### src/rtl/dsp_pipe_pkg.sv
// Shared constants and helpers for the dsp_pipe operand pipeline.
package dsp_pipe_pkg;

  localparam int MAX_DEPTH = 4;

  // Taps beyond the last instantiated stage read the last stage.
  function automatic int tap_clamp(input int tap, input int depth);
    return (tap > depth) ? depth : tap;
  endfunction

  function automatic int occ_w(input int depth);
    return (depth < 1) ? 1 : $clog2(depth + 1);
  endfunction

endpackage

### src/rtl/dsp_pipe_stage.sv
// One operand pipeline stage: data register plus valid bit, priority rst > flush > ce.
module dsp_pipe_stage
  import dsp_pipe_pkg::*;
#(
  parameter int               WIDTH   = 18,
  parameter logic [WIDTH-1:0] RST_VAL = '0
) (
  input  logic             clk,
  input  logic             rst,
  input  logic             ce,
  input  logic             flush,
  input  logic [WIDTH-1:0] din,
  input  logic             din_valid,
  output logic [WIDTH-1:0] dout,
  output logic             dout_valid
);

  // Flush only clears the valid bit; data keeps shifting when ce is high.
  always_ff @(posedge clk) begin
    if (rst) begin
      dout       <= RST_VAL;
      dout_valid <= 1'b0;
    end else begin
      if (ce) dout <= din;
      if (flush)   dout_valid <= 1'b0;
      else if (ce) dout_valid <= din_valid;
    end
  end

endmodule

### src/rtl/dsp_pipe_reg.sv
// DEPTH-stage operand pipeline with runtime output tap (0 = bypass).
// Optional occupancy counter output enabled by macro DSP_PIPE_OCC_EN.
module dsp_pipe_reg
  import dsp_pipe_pkg::*;
#(
  parameter int               WIDTH   = 18,
  parameter int               DEPTH   = 2,
  parameter int               TAP_W   = 3,
  parameter logic [WIDTH-1:0] RST_VAL = '0
) (
  input  logic                          clk,
  input  logic                          rst,
  input  logic                          ce,
  input  logic                          flush,
  input  logic [WIDTH-1:0]              din,
  input  logic                          din_valid,
  input  logic [TAP_W-1:0]              tap,
`ifdef DSP_PIPE_OCC_EN
  output logic [occ_w(MAX_DEPTH)-1:0]   occ,
`endif
  output logic [WIDTH-1:0]              dout,
  output logic                          dout_valid
);

  localparam int SEL_W = (DEPTH < 1) ? 1 : $clog2(DEPTH + 1);

  // Index 0 of the chain is the bypass path, index k is the output of stage k.
  logic [WIDTH-1:0] d_chain [0:DEPTH];
  logic [DEPTH:0]   v_chain;
  logic [SEL_W-1:0] sel;

  assign d_chain[0] = din;
  assign v_chain[0] = din_valid;

  genvar k;
  generate
    for (k = 1; k <= DEPTH; k++) begin : g_stage
      dsp_pipe_stage #(
        .WIDTH   (WIDTH),
        .RST_VAL (RST_VAL)
      ) u_stage (
        .clk        (clk),
        .rst        (rst),
        .ce         (ce),
        .flush      (flush),
        .din        (d_chain[k-1]),
        .din_valid  (v_chain[k-1]),
        .dout       (d_chain[k]),
        .dout_valid (v_chain[k])
      );
    end
  endgenerate

  assign sel        = SEL_W'(tap_clamp(int'(tap), DEPTH));
  assign dout       = d_chain[sel];
  assign dout_valid = v_chain[sel];

`ifdef DSP_PIPE_OCC_EN
  localparam int OCC_W = occ_w(MAX_DEPTH);

  generate
    if (DEPTH == 0) begin : g_occ_none
      assign occ = '0;
    end else begin : g_occ
      logic [OCC_W-1:0] occ_q;

      // Incremental count: one entry in from din, one out from the last stage.
      always_ff @(posedge clk) begin
        if (rst || flush) occ_q <= '0;
        else if (ce)      occ_q <= occ_q + OCC_W'(din_valid) - OCC_W'(v_chain[DEPTH]);
      end

      assign occ = occ_q;
    end
  endgenerate
`endif

endmodule

### config.mk
export PLATFORM = sky130hd
export DESIGN_NAME = dsp_pipe_reg
export DESIGN_NICKNAME = d
export VERILOG_FILES = /design/src/rtl/dsp_pipe_pkg.sv /design/src/rtl/dsp_pipe_stage.sv /design/src/rtl/dsp_pipe_reg.sv
export SDC_FILE = /design/constraint.sdc
export NUM_CORES = 1
export LEC_CHECK = 0
export CAP_MARGIN = 30
export CORE_MARGIN = 2
export CORE_UTILIZATION = 48
export DETAILED_ROUTE_END_ITERATION = 8
export MAX_ROUTING_LAYER = met4
export PLACE_DENSITY = 0.78
export SETUP_SLACK_MARGIN = 0.05
export SLEW_MARGIN = 20
export SYNTH_ARGS = -nofsm -noshare
export SYNTH_HDL_FRONTEND = slang
export SYNTH_SLANG_ARGS = --single-unit
### constraint.sdc
create_clock -name clk -period 1.3 [get_ports clk]
set_input_delay 0.26 -clock clk [delete_from_list [all_inputs] [get_ports clk]]
set_output_delay 0.26 -clock clk [all_outputs]
set_load 0.05 [all_outputs]
== Yosys cells after proc, flatten, opt, wreduce, memory -nomap -nowiden ==
Cells that the tools add are included.
Word-level totals
  flip-flop bits (word level): 38
  logic and storage cells: 15
Operators by class
  magnitude comparators: 3
  muxes and demuxes: 6
  bitwise logic cells: 1
  reduce and logical (&&, ||, !) cells: 1
Operator list (number)
  binary-select mux 18 bit (select 2 bit): 1
  2-to-1 mux 18 bit: 2
  >= comparator 3 bit, second input constant: 1
  greater-than comparator 3 x 2 -> 1 bit, second input constant: 1
  < comparator 2 x 3 -> 1 bit, second input constant: 1
  NOT 2 -> 3 bit: 1
  binary-select mux 1 bit (select 2 bit): 1
  2-to-1 mux 2 bit: 1
  OR reduction 2 bit: 1
  2-to-1 mux 1 bit: 1

== Logic depth before layout (Yosys ltp) ==
Gate-level depths: netlist (run 1).
  depth after elaboration: 6
  mapped depth: 4
  gate-level depth less buffers: 2

== Hierarchy ==
Synthesis (run 1) repeated with hierarchy kept, for this count alone.
Unflattened totals
  cells, all modules: 188
  area total of the unflattened synthesis: 1823.0 µm²
By module, submodules not included
  dsp_pipe_stage: instances 2, cells each 61, area each 684.4 µm², seq. area each 380.4 µm²
  dsp_pipe_reg: instances 1, cells each 66, area each 454.2 µm², seq. area each 0.0 µm²

== Worst setup path before layout (run 1) ==
Ideal clock, no wire load.
  path type: input to output
  from: in tap[1]
  to: out dout[10]
  arrival: 1.464 ns
  required time: 1.040 ns
  setup slack: -0.424 ns
  stages on the path: 4
  buffers on the path: 2
  cells stage by stage: or2_1 -> buf_6 -> buf_6 -> o21ai_1
On the way
  cells in the longest elaborated chain, start to end: 6
RTL lines
  start: declaration: line dsp_pipe_reg.sv:17  | input logic [TAP_W-1:0] tap,
  greater-than comparator 3 x 2 -> 1 bit: line dsp_pipe_pkg.sv:8  | return (tap > depth) ? depth : tap;
  2-to-1 mux 2 bit *: line dsp_pipe_pkg.sv:8
  NOT 2 -> 3 bit (implied by the code) *: line dsp_pipe_reg.sv:55  | assign dout = d_chain[sel];
  binary-select mux 18 bit (select 2 bit) *: line dsp_pipe_reg.sv:55
  2-to-1 mux 18 bit (implied by the code) * (2 in a row): line dsp_pipe_reg.sv:55
  end: declaration: line dsp_pipe_reg.sv:21  | output logic [WIDTH-1:0] dout,
Mark *: on every way between the ends. The rest lies on a longest branch, timed or not. The select of a mux whose other input is x is not followed.

== Final worst setup path (run 1) ==
Ends and elaborated chain as after synthesis.

==> results of run 1 <==
-- cell families after synthesis --
group / after synthesis / synth area share [%]
compound gates: 38 / 10.56
simple gates: 39 / 8.409
buf+inv: 16 / 7.088
mux: 57 / 31.69
flops: 38 / 42.25
-- layout make-up --
cell class              instances  area, sq um
flip-flops and latches         38        775.7
clock inverters                 1        5.005
fillers                       243        799.5
well taps                      48        60.06
repair buffers                 55        660.6
clock buffers                   7        86.33
multi-input cells             134         1246
-- placed cells by master, fill, tap and decap left out, drive strengths merged --
| cell | n |
|---|---|
| mux2i | 57 |
| dfxtp | 38 |
| o21ai | 38 |
| nor2 | 36 |
| buf | 34 |
| dlygate4sd2 | 19 |
| clkbuf | 7 |
| nor3 | 2 |
| clkdlybuf4s50 | 2 |
| or2 | 1 |
| clkinv | 1 |
-- per-stage QoR --
stage / setup slack [ns] / cell area (sq um) / total power [mW]
final: -0.1239 / 2834 / 2.873
after CTS: -0.1258 / 2791 / 2.854
after floorplan: -0.07352 / 1956 / 1.696
after global placement: -0.5217 / 2357 / 1.861
after detailed placement: -0.5578 / 2357 / 1.882
after global routing: -0.1267 / 2834 / 2.978
-- worst min-delay path, cell delays in order --
cell	delay, ns
sky130_fd_sc_hd__dlygate4sd2_1	0.22
sky130_fd_sc_hd__mux2i_1	0.07
sky130_fd_sc_hd__nor2_1	0.08
-- per-layer routing --
layer | vias up | part of all wire, % | global-route usage, %
met5 | - | 0 | -
met3 | 7 | 2.4 | 5.308
li1 | 750 | - | -
met2 | 30 | 52 | 45.41
met1 | 784 | 44 | 32.10
met4 | 0 | 1.6 | 8.333
-- what timing repair did --
| item | in CTS | in global routing |
|---|---|---|
| endpoints found under the hold margin | 0 | 0 |
| pin swaps | 11 | 2 |
| resized for setup | 107 | 16 |
| gates cloned | 4 | 0 |
| hold buffers | 0 | 0 |
| endpoints found under the setup margin | 19 | 19 |
-- flip-flops by register name, indices dropped and copies added (netlist names) --
name and count:
g_stage.u_stage.dout 36, g_stage.u_stage.dout_valid 2
-- where the power goes --
group          total (mW)  leakage [nW]  internal, mW  switching [mW]
registers            1.27         0.315          1.22          0.0470
logic               0.757         0.823         0.346           0.411
clock network       0.846        0.0482         0.428           0.418
-- worst min path at each step --
stage / from / to / slack, ns / cells past startpoint
final: din[13] / g_stage[1].u_stage.dout[13] / 0.37 / 3
after global routing: din[13] / g_stage[1].u_stage.dout[13] / 0.40 / 3
after CTS: din[1] / g_stage[1].u_stage.dout[1] / 0.35 / 3
after detailed placement: g_stage[2].u_stage.dout[10] / g_stage[2].u_stage.dout[10] / 0.48 / 2
after global placement: g_stage[2].u_stage.dout[11] / g_stage[2].u_stage.dout[11] / 0.47 / 2
after floorplan: flush / g_stage[1].u_stage.dout_valid / 0.34 / 1
==> results.md, run 1 <==
- Measured slew at the worst slew-check pin: between 0.2 and 0.3 ns
- Post-CTS setup buffers: 0
- Final hold violation count: 0
- CP Launch Type: primary input
- Library cell with the highest instance count after synthesis: sky130_fd_sc_hd__mux2i_1
- Critical-path cell list: buf_6 > or2_4 > buf_16 > o21ai_4 > buf_6
- Post-synthesis async set-or-reset flop share: 0%
- Hold WC Path Type: primary input to flop
- Syn. warnings: 0
- Detail Placement HPWL: about 2800 um
- Worst skew pair latency: ~0.30 ns
- Port Buf Inserts: 44
- Final Routed Wirelength: 5037 um
- Critical path's top delay family: buffers and inverters
- Length of the first detailed-routing pass in iterations: 4
- Total number of vias: roughly 1600
- Initial Util: between 40% and 50%
- Number of cells in the finished layout apart from fillers: 283
- Count of cells along the worst register-to-register path: 2
- Endpoint arrival time on the critical path: 1.16 ns
- GRT overflow: 0
- Synth cell count leaders: sky130_fd_sc_hd__mux2i_1, sky130_fd_sc_hd__dfxtp_1, sky130_fd_sc_hd__nor2_1
- Fin. max-slew vios: 0
- Area overhead of the layout relative to synthesis: 57.40%
- Total global-route track usage: 26.72%
- Maximum operating frequency: 702.3 MHz
- Setup crit end kind: output pin
- Number of diodes added for antenna fixing: 0
- Violations in the final reports: setup timing
- Total number of placement rows: 22
- RD Place Congestion: ~0.72
- Total number of nets in the final design: 260
- Hold slack final: around 0.37 ns
- Synth top area share: a little over two fifths
- Count of flip-flops with a built-in enable after synthesis: 0
- X dimension of the die: between 60 and 70 um
- Unrepaired setup endpoints after global routing: yes
- Reg-to-reg slack, setup: ~0.61 ns
- Vias in the first global route: 1646
- Wire length of the first global-routing pass: between 8000 and 9000 um
- IO Pins: 45
- Most used flip-flop cell after synthesis: sky130_fd_sc_hd__dfxtp_1
- Count of buffering cells on the critical path with inverters included: 3
- Cell variety after synth: 12
- Die height: 65.25 um
- Average routed wire per standard cell: between 15 and 20 um
- Level count of the clock H-tree: 2
- Number of DRC violations after detailed routing: 0
- Launch point of the worst reg-to-reg path: g_stage[1].u_stage.dout_valid
- Number of maximum-capacitance violations: 0
- Worst setup path startpoint: tap[1]
- Clock root cell: sky130_fd_sc_hd__clkbuf_8
- Depth of the critical timing path with buffers and inverters included: 5
- Count of nets left with antenna violations after detail routing: 0
- Synthesized net count: ~210
- Pwr/cell area: around 1000 nW/um^2
- Post-route minimum period: approximately 1.4 ns
- Number of design-rule violations left by the first detailed-router iteration: between 80 and 90
- Worst Path Max Fanout: 4
- Type of the worst setup path: primary input to output pin
- Run status: finished with violations
- Worst path most repeated cell: sky130_fd_sc_hd__buf_6
- Endpoint of the worst register-to-register path: g_stage[1].u_stage.dout_valid
- Library cell with the largest summed area after synthesis: sky130_fd_sc_hd__dfxtp_1
- Fin worst setup slack: -0.1239 ns
- Peak supply drop: approximately 0.78 mV
- Synth area leaders: sky130_fd_sc_hd__dfxtp_1, sky130_fd_sc_hd__mux2i_1, sky130_fd_sc_hd__nor2_1, sky130_fd_sc_hd__o21ai_0, sky130_fd_sc_hd__o21ai_1
- Fin util: between 70% and 80%
- Leak: roughly 1.2 nW
- Maximum buffer depth of the clock tree: 2
- Setup Viol. Count Final: 19
- Layout cells sized above 1: a little under two fifths
- Required time at the worst-slack endpoint: between 1 and 1.5 ns
- Worst slew slack as a fraction of its limit: between 80% and 90%
- Routed via count divided by cell count: between 5 and 6
- Yosys reg bits: 38
- Largest stage delay on the critical path: around 0.32 ns
- Maximum number of pins on one net before global-route repair: 39
- Total CTS buffers: 5
- Capturing element of the worst setup path: dout[10]
- Synthesized cell area: 1800 sq um
- Post-Synthesis Mean Instance Area: about 9.6 sq um
- Die Outline Area: around 4300 sq um
- # clock sinks: 38
- Number of cells produced by synthesis: approximately 190
- Number of antenna violations at the first check in global routing: 0
- Proportion of synthesized chip area in sequential cells: between 40% and 50%
- Setup TNS: -1.801 ns
- CTS clock-pin slew for the worst setup and hold paths: roughly 0.08 ns
- Final worst path period share: 109.5%
- Cell with the largest stage delay on the worst path: sky130_fd_sc_hd__or2_4
- Cell Count Post-Placement: about 270
- CTS tree: done
- Area of the core: between 3000 and 4000 sq um
- Clock Skew: approximately 0.014 ns
Power figures use the tool's default switching activity.
==> inputs of run 2 (changes only) <==
--- a/config.mk
+++ b/config.mk
@@ -8,6 +8,7 @@
 export CAP_MARGIN = 30
 export CORE_MARGIN = 2
 export CORE_UTILIZATION = 48
+export CTS_CLUSTER_DIAMETER = 150
 export DETAILED_ROUTE_END_ITERATION = 8
 export MAX_ROUTING_LAYER = met4
 export PLACE_DENSITY = 0.78
==> results of run 2 <==
Same layout as run 1: the final DEF is identical, and so are final timing and power.
==> inputs of run 3 (changes only) <==
--- a/config.mk
+++ b/config.mk
@@ -11,7 +11,7 @@
 export CTS_CLUSTER_DIAMETER = 150
 export DETAILED_ROUTE_END_ITERATION = 8
 export MAX_ROUTING_LAYER = met4
-export PLACE_DENSITY = 0.78
+export PLACE_DENSITY_LB_ADDON = 0.25
 export SETUP_SLACK_MARGIN = 0.05
 export SLEW_MARGIN = 20
 export SYNTH_ARGS = -nofsm -noshare
==> run 3 against run 2 <==
Against the previous run:
- the run still ends with setup timing left
- first-iteration DRC count increased by 4.7%
- routed wire length increased by 15%
- clock-buffer cell count unchanged
- cell area increased by 11%
==> results.md, run 3 (synthesis gave the netlist of run 1 again) <==
- Launch point of the worst reg-to-reg path: g_stage[1].u_stage.dout[14] (was g_stage[1].u_stage.dout_valid)
- Clock Skew: 0.006714 ns (was 0.01383 ns)
- Number of cells in the finished layout apart from fillers: 285 (was 283)
- Met2 usage in global routing: 47.07% (was 45.41%)
- Run status: finished with violations (unchanged)
- Commonest non-fill, non-tap cells in the layout: sky130_fd_sc_hd__mux2i_1, sky130_fd_sc_hd__nor2_1, sky130_fd_sc_hd__dfxtp_1, sky130_fd_sc_hd__buf_12 (was sky130_fd_sc_hd__mux2i_1, sky130_fd_sc_hd__nor2_1, sky130_fd_sc_hd__dfxtp_1, sky130_fd_sc_hd__buf_6, sky130_fd_sc_hd__dlygate4sd2_1)
- Number of antenna violations at the first check in global routing: 0 (unchanged)
- Layout cells sized above 1: 37.55% (was 37.87%)
- Fin. max-slew vios: 0 (unchanged)
- Worst setup path startpoint: tap[1] (unchanged)
- Number of design-rule violations left by the first detailed-router iteration: 90 (was 86)
- Largest registers in the final layout: g_stage.u_stage.dout (36), g_stage.u_stage.dout_valid (2) (unchanged)
- Number of DRC violations after detailed routing: 0 (unchanged)
- Initial Util: 49.55% (unchanged)
- Unrepaired setup endpoints after global routing: yes (unchanged)
- Peak supply drop: 1.033 mV (was 0.7774 mV)
- Routed via count divided by cell count: 5.761 (was 5.551)
- Hold WC Path Type: primary input to flop (unchanged)
- Total CTS buffers: 5 (unchanged)
- CTS tree: done (unchanged)
- Total number of nets in the final design: 262 (was 260)
- Setup Viol. Count Final: 19 (unchanged)
- Leak: 1.303 nW (was 1.187 nW)
- Number of diodes added for antenna fixing: 0 (unchanged)
- CP Launch Type: primary input (unchanged)
- IO Pins: 45 (unchanged)
- Max FFs per register: 36 (unchanged)
- Global-route track usage on met3: 6.849% (was 5.308%)
- Final Routed Wirelength: 5776 um (was 5037 um)
- Worst Path Max Fanout: 5 (was 4)
- Type of the worst setup path: primary input to output pin (unchanged)
- Setup TNS: -2.854 ns (was -1.801 ns)
- X dimension of the die: 65.25 um (unchanged)
- Grt peak-use layer: met2 (unchanged)
- RD Place Congestion: 0.7859 (was 0.7173)
- Reg-to-reg slack, setup: 0.57 ns (was 0.61 ns)
- Fin worst setup slack: -0.2211 ns (was -0.1239 ns)
- Capturing element of the worst setup path: dout[4] (was dout[10])
- Length of the first detailed-routing pass in iterations: 4 (unchanged)
- Commonest non-fill, non-tap cell in the layout: sky130_fd_sc_hd__mux2i_1 (unchanged)
- Count of cells along the worst register-to-register path: 2 (unchanged)
- Wire length of the first global-routing pass: 9039 um (was 8321 um)
- Final hold violation count: 0 (unchanged)
- Required time at the worst-slack endpoint: 1.04 ns (about the same)
- GRT overflow: 0 (unchanged)
- Die Outline Area: 4257 sq um (unchanged)
- Die height: 65.25 um (unchanged)
- Number of maximum-capacitance violations: 0 (unchanged)
- Post-route minimum period: 1.521 ns (was 1.424 ns)
- Pwr/cell area: 1010 nW/um^2 (was 1014 nW/um^2)
- Post-route cell area: 3142 sq um (was 2834 sq um)
- Clock root cell: sky130_fd_sc_hd__clkbuf_8 (unchanged)
- Hold Buf Count CTS: 0 (unchanged)
- Measured slew at the worst slew-check pin: 0.2552 ns (was 0.2712 ns)
- # clock sinks: 38 (unchanged)
- Endpoint arrival time on the critical path: 1.26 ns (was 1.16 ns)
- Average routed wire per standard cell: 20.27 um (was 17.80 um)
- Violations in the final reports: setup timing (unchanged)
- Setup crit end kind: output pin (unchanged)
- Endpoint of the worst register-to-register path: g_stage[2].u_stage.dout[14] (was g_stage[1].u_stage.dout_valid)
- Met1 routing resource usage after global routing: 37.90% (was 32.10%)
- Detail Placement HPWL: 2961 um (was 2802 um)
- Pre-CTS setup slack: -0.5917 ns (was -0.5578 ns)
- Area of the core: 3633 sq um (unchanged)
- Worst skew pair latency: 0.30 ns (about the same)
- CTS clock-pin slew for the worst setup and hold paths: 0.08 ns (about the same)
- Cell Count Post-Placement: 271 (unchanged)
- DP Area: 2620 sq um (was 2357 sq um)
- Register ranked first by flip-flop count: g_stage.u_stage.dout (unchanged)
- Worst slew slack as a fraction of its limit: 82.65% (was 81.80%)
- Count of nets left with antenna violations after detail routing: 0 (unchanged)
- Total global-route track usage: 29.72% (was 26.72%)
- Vias in the first global route: 1742 (was 1646)
- Maximum operating frequency: 657.4 MHz (was 702.3 MHz)
- Level count of the clock H-tree: 2 (unchanged)
- Maximum buffer depth of the clock tree: 2 (unchanged)
- Total number of vias: 1642 (was 1571)
- Port Buf Inserts: 44 (unchanged)
- Total number of placement rows: 22 (unchanged)
- Area overhead of the layout relative to synthesis: 74.50% (was 57.40%)
- Maximum number of pins on one net before global-route repair: 39 (unchanged)
- Final worst path period share: 117.0% (was 109.5%)
run 3: routing by layer:
metal,share of wire [%],vias up,routed length (um)
li1,-,760,-
met1,43,816,2495
met2,50,55,2874
met3,4.6,11,267
met4,2.4,0,138
met5,0,-,0
run 3: cell type report:
| class | count | area, sq um |
|---|---|---|
| multi-input combinational | 134 | 1305 |
| tap | 48 | 60.06 |
| clock inverter | 1 | 30.03 |
| clock buffer | 7 | 76.32 |
| timing repair buffer | 57 | 899.6 |
| sequential | 38 | 770.7 |
| fill | 173 | 491.7 |
run 3: worst min-delay path by stage:
stage / to / slack [ns] / cells past startpoint / startpoint
global placement: g_stage[2].u_stage.dout[16] / 0.47 / 2 / g_stage[2].u_stage.dout[16]
CTS: g_stage[1].u_stage.dout[6] / 0.41 / 3 / din[6]
detailed placement: g_stage[2].u_stage.dout[7] / 0.48 / 2 / g_stage[2].u_stage.dout[7]
global route: g_stage[1].u_stage.dout[7] / 0.32 / 3 / din[7]
finish: g_stage[1].u_stage.dout[10] / 0.29 / 3 / din[10]
floorplan: g_stage[1].u_stage.dout_valid / 0.34 / 1 / flush
run 3: worst max-delay path: stages:
cell and delay, ns:
sky130_fd_sc_hd__buf_6 0.09, sky130_fd_sc_hd__or2_4 0.30, sky130_fd_sc_hd__buf_12 0.15, sky130_fd_sc_hd__buf_12 0.14, sky130_fd_sc_hd__o21ai_4 0.16, sky130_fd_sc_hd__buf_12 0.16
run 3: power by group:
group          switching, mW  internal (mW)  leakage (nW)
registers             0.0527           1.22         0.314
clock network          0.430          0.574        0.0524
logic                  0.451          0.444         0.937
total                  0.934           2.24          1.30
run 3: metrics by stage:
step / hold slack, ns / util (%) / total power [mW]
6_report: 0.2861 / 86.47 / 3.173
5_1_grt: 0.3182 / 86.47 / 3.261
4_1_cts: 0.4138 / 85.33 / 3.135
3_5_place_dp: 0.4751 / 72.11 / 2.001
3_3_place_gp: 0.4655 / 72.11 / 1.979
2_1_floorplan: 0.3393 / - / 1.696
run 3: repair_timing:
action                                  CTS  global route
gates cloned                              4             1
buffers inserted                          2             0
resized for setup                        85            19
pin swaps                                11             4
endpoints found under the setup margin   19            19
